<file path="src/rtl/replay_timer.sv">
// Link-layer replay timer: sequence assignment, ACK/NAK window checking,
// timeout detection and replay-count tracking for a replay buffer.
module replay_timer #(
  parameter int unsigned TIMEOUT_CYCLES = 1000
) (
  input  logic        clk,
  input  logic        reset,
  input  logic        tx_start,
  input  logic [1:0]  ack_nack,
  input  logic [11:0] ack_seq,
  input  logic        replay_done,
  output logic [11:0] next_seq,
  output logic        tim_out,
  output logic        replay_active,
  output logic [1:0]  replay_num,
  output logic        rollover,
  output logic        ack_err
);

  typedef enum logic [1:0] {
    IDLE   = 2'b00,
    RUN    = 2'b01,
    REPLAY = 2'b10
  } state_t;

  localparam logic [15:0] TIMER_MAX = 16'(TIMEOUT_CYCLES - 1);

  state_t      state_q, state_d;
  logic [11:0] last_tx, last_tx_d;
  logic [11:0] acked_seq, acked_seq_d;
  logic [15:0] timer_q, timer_d;
  logic [1:0]  replay_num_d, rn_base;
  logic        tim_out_d, rollover_d, ack_err_d;

  logic        is_ack, is_nak, in_window;
  logic        ack_ok, nak_ok, progress, outstanding_d, replay_event;
  logic [11:0] ack_dist, win;

  assign next_seq      = last_tx + 12'd1;
  assign replay_active = (state_q == REPLAY);

  // Window test uses pre-update last_tx/acked_seq, so a same-cycle tx_start
  // cannot widen the window for the ACK arriving with it.
  assign is_ack    = (ack_nack == 2'b01);
  assign is_nak    = (ack_nack == 2'b10);
  assign ack_dist  = ack_seq - acked_seq;
  assign win       = last_tx - acked_seq;
  assign in_window = (ack_dist <= win);

  // NAKs are dropped wholesale while a replay is already in progress.
  assign ack_ok    = is_ack && in_window;
  assign nak_ok    = is_nak && in_window && (state_q != REPLAY);
  assign ack_err_d = (is_ack || (is_nak && state_q != REPLAY)) && !in_window;
  assign progress  = (ack_ok || nak_ok) && (ack_seq != acked_seq);

  assign last_tx_d     = tx_start ? next_seq : last_tx;
  assign acked_seq_d   = (ack_ok || nak_ok) ? ack_seq : acked_seq;
  assign outstanding_d = (last_tx_d != acked_seq_d);

  // NOTE: every output of this block gets a default first so no path can
  // leave a signal unassigned and infer a latch.
  always_comb begin
    state_d      = state_q;
    timer_d      = timer_q;
    replay_event = 1'b0;
    tim_out_d    = 1'b0;
    case (state_q)
      IDLE: begin
        if (tx_start) begin
          state_d = RUN;
          timer_d = 16'd0;
        end
      end
      RUN: begin
        if (nak_ok) begin
          replay_event = 1'b1;
          state_d      = REPLAY;
          timer_d      = 16'd0;
        end else if (progress) begin
          // Forward progress beats a coincident timeout.
          timer_d = 16'd0;
          if (!outstanding_d) state_d = IDLE;
        end else if (timer_q == TIMER_MAX) begin
          tim_out_d    = 1'b1;
          replay_event = 1'b1;
          state_d      = REPLAY;
          timer_d      = 16'd0;
        end else begin
          timer_d = timer_q + 16'd1;
        end
      end
      REPLAY: begin
        timer_d = 16'd0;
        if (replay_done) state_d = outstanding_d ? RUN : IDLE;
      end
      default: begin
        state_d = IDLE;
        timer_d = 16'd0;
      end
    endcase
  end

  // Progress clears the count before a same-cycle replay event adds to it.
  always_comb begin
    rn_base      = progress ? 2'd0 : replay_num;
    replay_num_d = rn_base;
    rollover_d   = 1'b0;
    if (replay_event) begin
      if (rn_base == 2'd3) begin
        replay_num_d = 2'd0;
        rollover_d   = 1'b1;
      end else begin
        replay_num_d = rn_base + 2'd1;
      end
    end
  end

  // NOTE: state registers use non-blocking assignments so every flop samples
  // the same pre-edge values regardless of statement order.
  always_ff @(posedge clk or posedge reset) begin
    if (reset) begin
      state_q    <= IDLE;
      last_tx    <= 12'hfff;
      acked_seq  <= 12'hfff;
      timer_q    <= 16'd0;
      replay_num <= 2'd0;
      tim_out    <= 1'b0;
      rollover   <= 1'b0;
      ack_err    <= 1'b0;
    end else begin
      state_q    <= state_d;
      last_tx    <= last_tx_d;
      acked_seq  <= acked_seq_d;
      timer_q    <= timer_d;
      replay_num <= replay_num_d;
      tim_out    <= tim_out_d;
      rollover   <= rollover_d;
      ack_err    <= ack_err_d;
    end
  end

endmodule

</file>
<file path="config.mk">
export PLATFORM = sky130hd
export DESIGN_NAME = replay_timer
export DESIGN_NICKNAME = d
export VERILOG_FILES = /design/src/rtl/replay_timer.sv
export SDC_FILE = /design/constraint.sdc
export NUM_CORES = 1
export LEC_CHECK = 0
export BUFFER_PORTS_ARGS = -buffer_cell sky130_fd_sc_hd__buf_2
export CORE_ASPECT_RATIO = 1.2
export CORE_MARGIN = 2
export CORE_UTILIZATION = 40
export DETAILED_ROUTE_END_ITERATION = 8
export PLACE_DENSITY = 0.53
export SETUP_SLACK_MARGIN = 0.5
export SYNTH_ARGS = -nofsm -noshare
export SYNTH_HDL_FRONTEND = slang
export SYNTH_SLANG_ARGS = --single-unit
</file>
<file path="constraint.sdc">
create_clock -name clk -period 5.4 [get_ports clk]
set_input_delay 1.08 -clock clk [delete_from_list [all_inputs] [get_ports clk]]
set_output_delay 1.08 -clock clk [all_outputs]
set_load 0.005 [all_outputs]
</file>
### Yosys cells after proc, flatten, opt, wreduce, memory -nomap -nowiden

Cells that the tools add are included.

| storage, ports and cells | value |
|---|---|
| register bits after elaboration | 47 |
| input port bits | 18 |

| cells by class | value |
|---|---|
| multiplexer cells | 26 |
| reductions and logical operators | 11 |
| order comparisons | 1 |
| add/subtract/negate cells | 5 |
| eq/ne operators | 13 |

Operator list:

| operator | number |
|---|---|
| 16-bit 2-to-1 mux | 4 |
| 16-bit case mux with 2 select lines | 1 |
| 12-bit 2-to-1 mux | 2 |
| 12-bit inequality test | 2 |
| 12-bit subtractor | 2 |
| 2-bit 2-to-1 mux | 9 |
| 16-bit by 1-bit adder with 16-bit output, second input constant | 1 |
| 16-bit by 10-bit == test with 1-bit output, second input constant | 1 |
| 12-bit by 1-bit adder with 12-bit output, second input constant | 1 |
| 12-bit <= comparator | 1 |
| 1-bit 2-to-1 mux | 9 |
| 4-bit inequality test, second input constant | 2 |
| 2-bit == test, second input constant | 3 |
| 1-bit logical AND | 6 |
| 2-bit inequality test, second input constant | 3 |
| 2-bit case mux with 3 select lines | 1 |
| 2-bit by 1-bit == test with 1-bit output, second input constant | 2 |
| 4-bit AND reduction | 1 |
| 2-bit by 1-bit adder with 2-bit output, second input constant | 1 |
| 2-bit logical NOT | 1 |
| 1-bit logical OR | 2 |
| 1-bit logical NOT | 1 |

### Depth between registers and ports, before layout

| logic depth | value |
|---|---|
| depth after elaboration | 11 |
| mapped depth | 23 |
| gate-level depth less buffers | 20 |

### Worst setup path after synthesis

No wires, ideal clock.

| timing | value |
|---|---|
| path kind | input-to-reg |
| from | input port ack_seq[0] |
| to | register replay_num[1] |
| slack | 0.306 ns |
| data required time | 5.275 ns |
| stages on the path | 20 |
| path buffers | 0 |
| data arrival time | 4.969 ns |
| library setup time | 0.125 ns |
| path through | inv_1 -> ha_1 -> fa_1 -> nor2b_1 -> o21ai_0 -> a21boi_0 -> o21ai_0 -> a21boi_0 -> o21a_1 -> o21a_1 -> o211ai_1 -> ha_1 -> a21oi_2 -> nand2_1 -> a221oi_4 -> a31oi_4 -> o21ai_2 -> nor2b_2 -> a2111oi_4 -> mux2_4 |

| on the way | value |
|---|---|
| longest elaborated chain between the ends | 10 |
| elaborated cells between the ends (all ways) | 16 |

Ends and longest elaborated chain:

| item | line | source |
|---|---|---|
| start, declared | 10 | `input logic [11:0] ack_seq,` |
| 12-bit subtractor | 46 | `assign ack_dist = ack_seq - acked_seq;` |
| 12-bit <= comparator | 48 | `assign in_window = (ack_dist <= win);` |
| 1-bit logical AND (2 in series) | 52 | `assign nak_ok = is_nak && in_window && (state_q != REPLAY);` |
| 1-bit logical OR | 54 | `assign progress = (ack_ok \|\| nak_ok) && (ack_seq != acked_seq);` |
| 1-bit logical AND | 54 |  |
| 2-bit 2-to-1 mux / 1-bit 2-to-1 mux (equally long branches) | 105, 79 |  |
| 2-bit by 1-bit adder with 2-bit output (tied with other cells) | 113 | `replay_num_d = rn_base + 2'd1;` |
| 2-bit 2-to-1 mux / 1-bit 2-to-1 mux (equally long branches) | 109, 67 |  |
| 2-bit 2-to-1 mux * | 108 | `if (replay_event) begin` |
| via replay_num_d[1] | 32 | `logic [1:0] replay_num_d, rn_base;` |
| end signal, assigned | 135 | `replay_num <= replay_num_d;` |
| end, declared | 15 | `output logic [1:0] replay_num,` |

The timed path passes the listed nets; every way through them passes the cells marked *.
A chain may end at the register's enable or synchronous reset.

### Final worst setup path

| timing | value |
|---|---|
| from | input port ack_seq[1] |
| to | register replay_num[1] |

The elaborated chain is that of the path after synthesis.

==> results.py <==
metrics = {
    "setup_path": {
        "worstPathArrival_ps": 5050,
        "rr_worst_depth": 21,
        "endpoint_kind": "flip-flop",
        "crit_end": "replay_num[1]$_DFF_PP0_",
        "crit_type": "input port to flip-flop",
        "start_kind": "input port",
        "reg2reg_slack_ps": 600,
        "crit_start": "ack_seq[1]",
        "regToRegStartpoint": "last_tx[0]$_DFF_PP1_",
        "r2r-end": "state_q[0]$_DFFE_PP0P_",
        "cp_max_fo": 6,
        "required_ps": 5570,
    },
    "timing": {
        "grt_setup_unrepaired": "true",
        "slew_headroom_pct": 16.0,
        "tightestPinTransition_ps": 1250,
        "finalSetupViolations": 0,
        "layout_min_cycle_time_ps": 4880,
        "fin_crit_sh_pct": 90.4,
        "fmaxAchievable_mhz": 205,
        "hold_viol_final": 0,
        "setup_tns_ps": 0,
        "slew_violations": 0,
        "fin_worst_skew_ps": 4.28,
    },
    "die": {
        "die_w_um": 96.3,
        "fp.dieArea_um2": 11100,
        "row_count": 40,
        "ios": 36,
        "die_h_um": 115,
        "start_util_pct": 40.9,
        "core_area_um2": 10000,
    },
    "grt": {
        "grt_usage_pct": 20.8,
        "globalRouteOverflowTotal": 0,
        "antenna_found_initial": 0,
        "grt_pass1_vias": 3504,
        "grt_pass1_wl_um": 17700,
        "grt_start_max_net_pins": 48,
    },
    "outcome": {
        "status": "completed",
    },
    "cts": {
        "worst_skew_pair.late_latency_ps": 290,
        "cts_tree": "built",
        "clk_path_buf_depth": 2,
        "h-tree-depth": 2,
        "root_buffer": "clkbuf_16",
        "clock_sinks": 47,
        "path_clk_slew_ps": 60,
        "cts_buffers": 5,
    },
    "final_layout": {
        "final_util_pct": 48.4,
        "drive_above_1_share_pct": 24.8,
        "finalNetCount": 576,
        "n_antenna_cell": 0,
        "area.growth.synth_to_final_pct": 18.4,
        "nFillCells": 975,
    },
    "synth": {
        "yosys_warnings": 0,
        "synth_top_area_share_pct": 15.4,
        "yosys.area.top_type": "dfstp_2",
        "synth_area_leaders": "dfstp_2 (15%), dfrtp_1 (14%), ha_1 (11%)",
        "yosysSeqAreaShare_pct": 29.5,
        "synthArstFlopShare_pct": 100,
        "syn_inst": 462,
        "ys_ff_latch": 47,
        "yosys.cell_types.count": 60,
        "ys.flop_type": "dfstp_2",
        "synth-edff-count": 0,
        "syn-mean-instance-area_um2": 8.85,
        "synth_area_um2": 4090,
        "syn_nets": 519,
    },
    "placement": {
        "place_hpwl_um": 8780,
        "port_buffers": 35,
        "gp_congestion": 0.864,
    },
    "pwr": {
        "leakage_uw": 0.00219,
        "irDropWorstVdd_mv": 0.295,
        "p_total_uw": 3680,
        "p_per_area_nw_per_um2": 759,
    },
    "route": {
        "via_count": 3579,
        "avgRoutedWirePerCell_um": 17.0,
        "drt_iter0_drc": 142,
        "ant_nets": 0,
        "firstDrtPassIters": 4,
        "wl_um": 11000,
        "via_per_inst": 5.54,
        "drc": 0,
    },
    "min_path": {
        "min_path_type": "flip-flop to flip-flop",
        "hp-start": "timer_q[8]$_DFFE_PP0N_",
    },
    "job": {
        "drv_cap": 0,
    },
}
[critical path, stage by stage]
cell	delay (ps)
buf_2	140
ha_1	340
nor2b_1	170
o21ai_1	100
a21boi_0	260
o21ai_1	120
a21boi_1	210
o21bai_1	140
a31oi_1	230
xnor2_1	110
ha_1	350
nand4_1	180
a211o_1	360
buf_12	160
a31oi_4	270
nor2_4	80
a2111oi_4	430
mux2_4	330
[worst min-delay path by stage]
| stage | to | cells past startpoint |
|---|---|---|
| floorplan | timer_q[8]$_DFFE_PP0N_ | 1 |
| global placement | timer_q[8]$_DFFE_PP0N_ | 1 |
| detailed placement | timer_q[8]$_DFFE_PP0N_ | 1 |
| CTS | timer_q[8]$_DFFE_PP0N_ | 1 |
| global route | timer_q[8]$_DFFE_PP0N_ | 1 |
| finish | timer_q[8]$_DFFE_PP0N_ | 1 |
[placed cells by master, fill, tap and decap left out, types with 7 or more instances in the layout]
| master | Yosys | routed |
|---|---|---|
| a211oi_2 | 1 | 7 |
| a21o_1 | 11 | 11 |
| a21oi_1 | 12 | 12 |
| a311oi_1 | 10 | 8 |
| and3_1 | 14 | 14 |
| buf_2 | 0 | 34 |
| buf_4 | 0 | 20 |
| dfrtp_1 | 23 | 23 |
| dfstp_2 | 24 | 24 |
| ha_1 | 37 | 35 |
| inv_1 | 33 | 31 |
| nand2_1 | 50 | 50 |
| nand3_1 | 16 | 16 |
| nand4_1 | 10 | 10 |
| nor2_1 | 25 | 23 |
| nor2b_1 | 12 | 10 |
| nor3_1 | 9 | 9 |
| o21ai_0 | 26 | 20 |
| o21ai_1 | 4 | 10 |
| xnor2_1 | 23 | 23 |
| xor2_1 | 20 | 20 |
[flip-flops by register name, indices dropped and copies added (netlist names)]
name,count
timer_q,16
acked_seq,12
last_tx,12
replay_num,2
state_q,2
ack_err,1
rollover,1
tim_out,1
[synthesized netlist by cell type, types with 6 or more instances]
cell,n
nand2_1,50
ha_1,37
inv_1,33
o21ai_0,26
nor2_1,25
dfstp_2,24
dfrtp_1,23
xnor2_1,23
xor2_1,20
nand3_1,16
and3_1,14
a21oi_1,12
nor2b_1,12
a21o_1,11
a311oi_1,10
nand4_1,10
nor3_1,9
a211oi_1,8
mux2i_1,7
a21boi_0,6
and2_1,6
o21a_1,6
[area by class of cell]
class | instances | area [µm²] | share of cell area, %
clock buffer | 7 | 133 | 2.74
clock inverter | 1 | 5.00 | 0.103
inverter | 34 | 130 | 2.69
multi-input combinational | 371 | 2790 | 57.7
sequential | 47 | 1210 | 24.9
tap | 126 | 158 | 3.26
timing repair buffer | 60 | 418 | 8.63
[layer usage]
| metal | wire, µm | track usage [%] | up-vias |
|---|---|---|---|
| met3 | 250 | 2.03 | 17 |
| met2 | 5820 | 38.2 | 52 |
| met4 | 281 | 7.32 | 0 |
| li1 | - | - | 1783 |
| met1 | 4630 | 24.9 | 1727 |
| met5 | 0 | 0 | - |
[stage by stage]
| stage | worst slack [ps] | cell area [µm²] | std cells | hold WS [ps] |
|---|---|---|---|---|
| 6_report | 520 | 4840 | 646 | 477 |
| 5_1_grt | 249 | 4840 | 646 | 498 |
| 4_1_cts | 504 | 4710 | 640 | 478 |
| 3_5_place_dp | 48.1 | 4530 | 631 | 465 |
| 3_3_place_gp | 99.9 | 4530 | 631 | 460 |
| 2_1_floorplan | 505 | 4090 | 462 | 438 |
[report_power, final]
part           total (µW)  switching, µW  internal [µW]
registers             603           99.1            504
clock network         297            126            171
logic                2780           1470           1310
[timing repair]
item,4_1_cts,5_1_grt
hold endpoints to repair,0,0
endpoints found under the setup margin,11,21
pin swaps,11,25
hold buffers,0,0
gates resized for setup,15,20
setup buffers,1,6
[cell families (layout without fill, tap and decap cells)]
| group | after synthesis | after routing | share of synthesized area [%] |
|---|---|---|---|
| and+or+nand+nor | 165 | 165 | 20.5 |
| AOI/OAI and AO/OA | 114 | 114 | 20.9 |
| DFF | 47 | 47 | 29.5 |
| buffers and inverters | 44 | 102 | 4.77 |
| xor gates and xnor gates | 43 | 43 | 9.21 |
| adders and majority gates | 39 | 39 | 12.3 |
| muxes | 10 | 10 | 2.81 |
No activity file was read; power rests on OpenSTA's default activity.
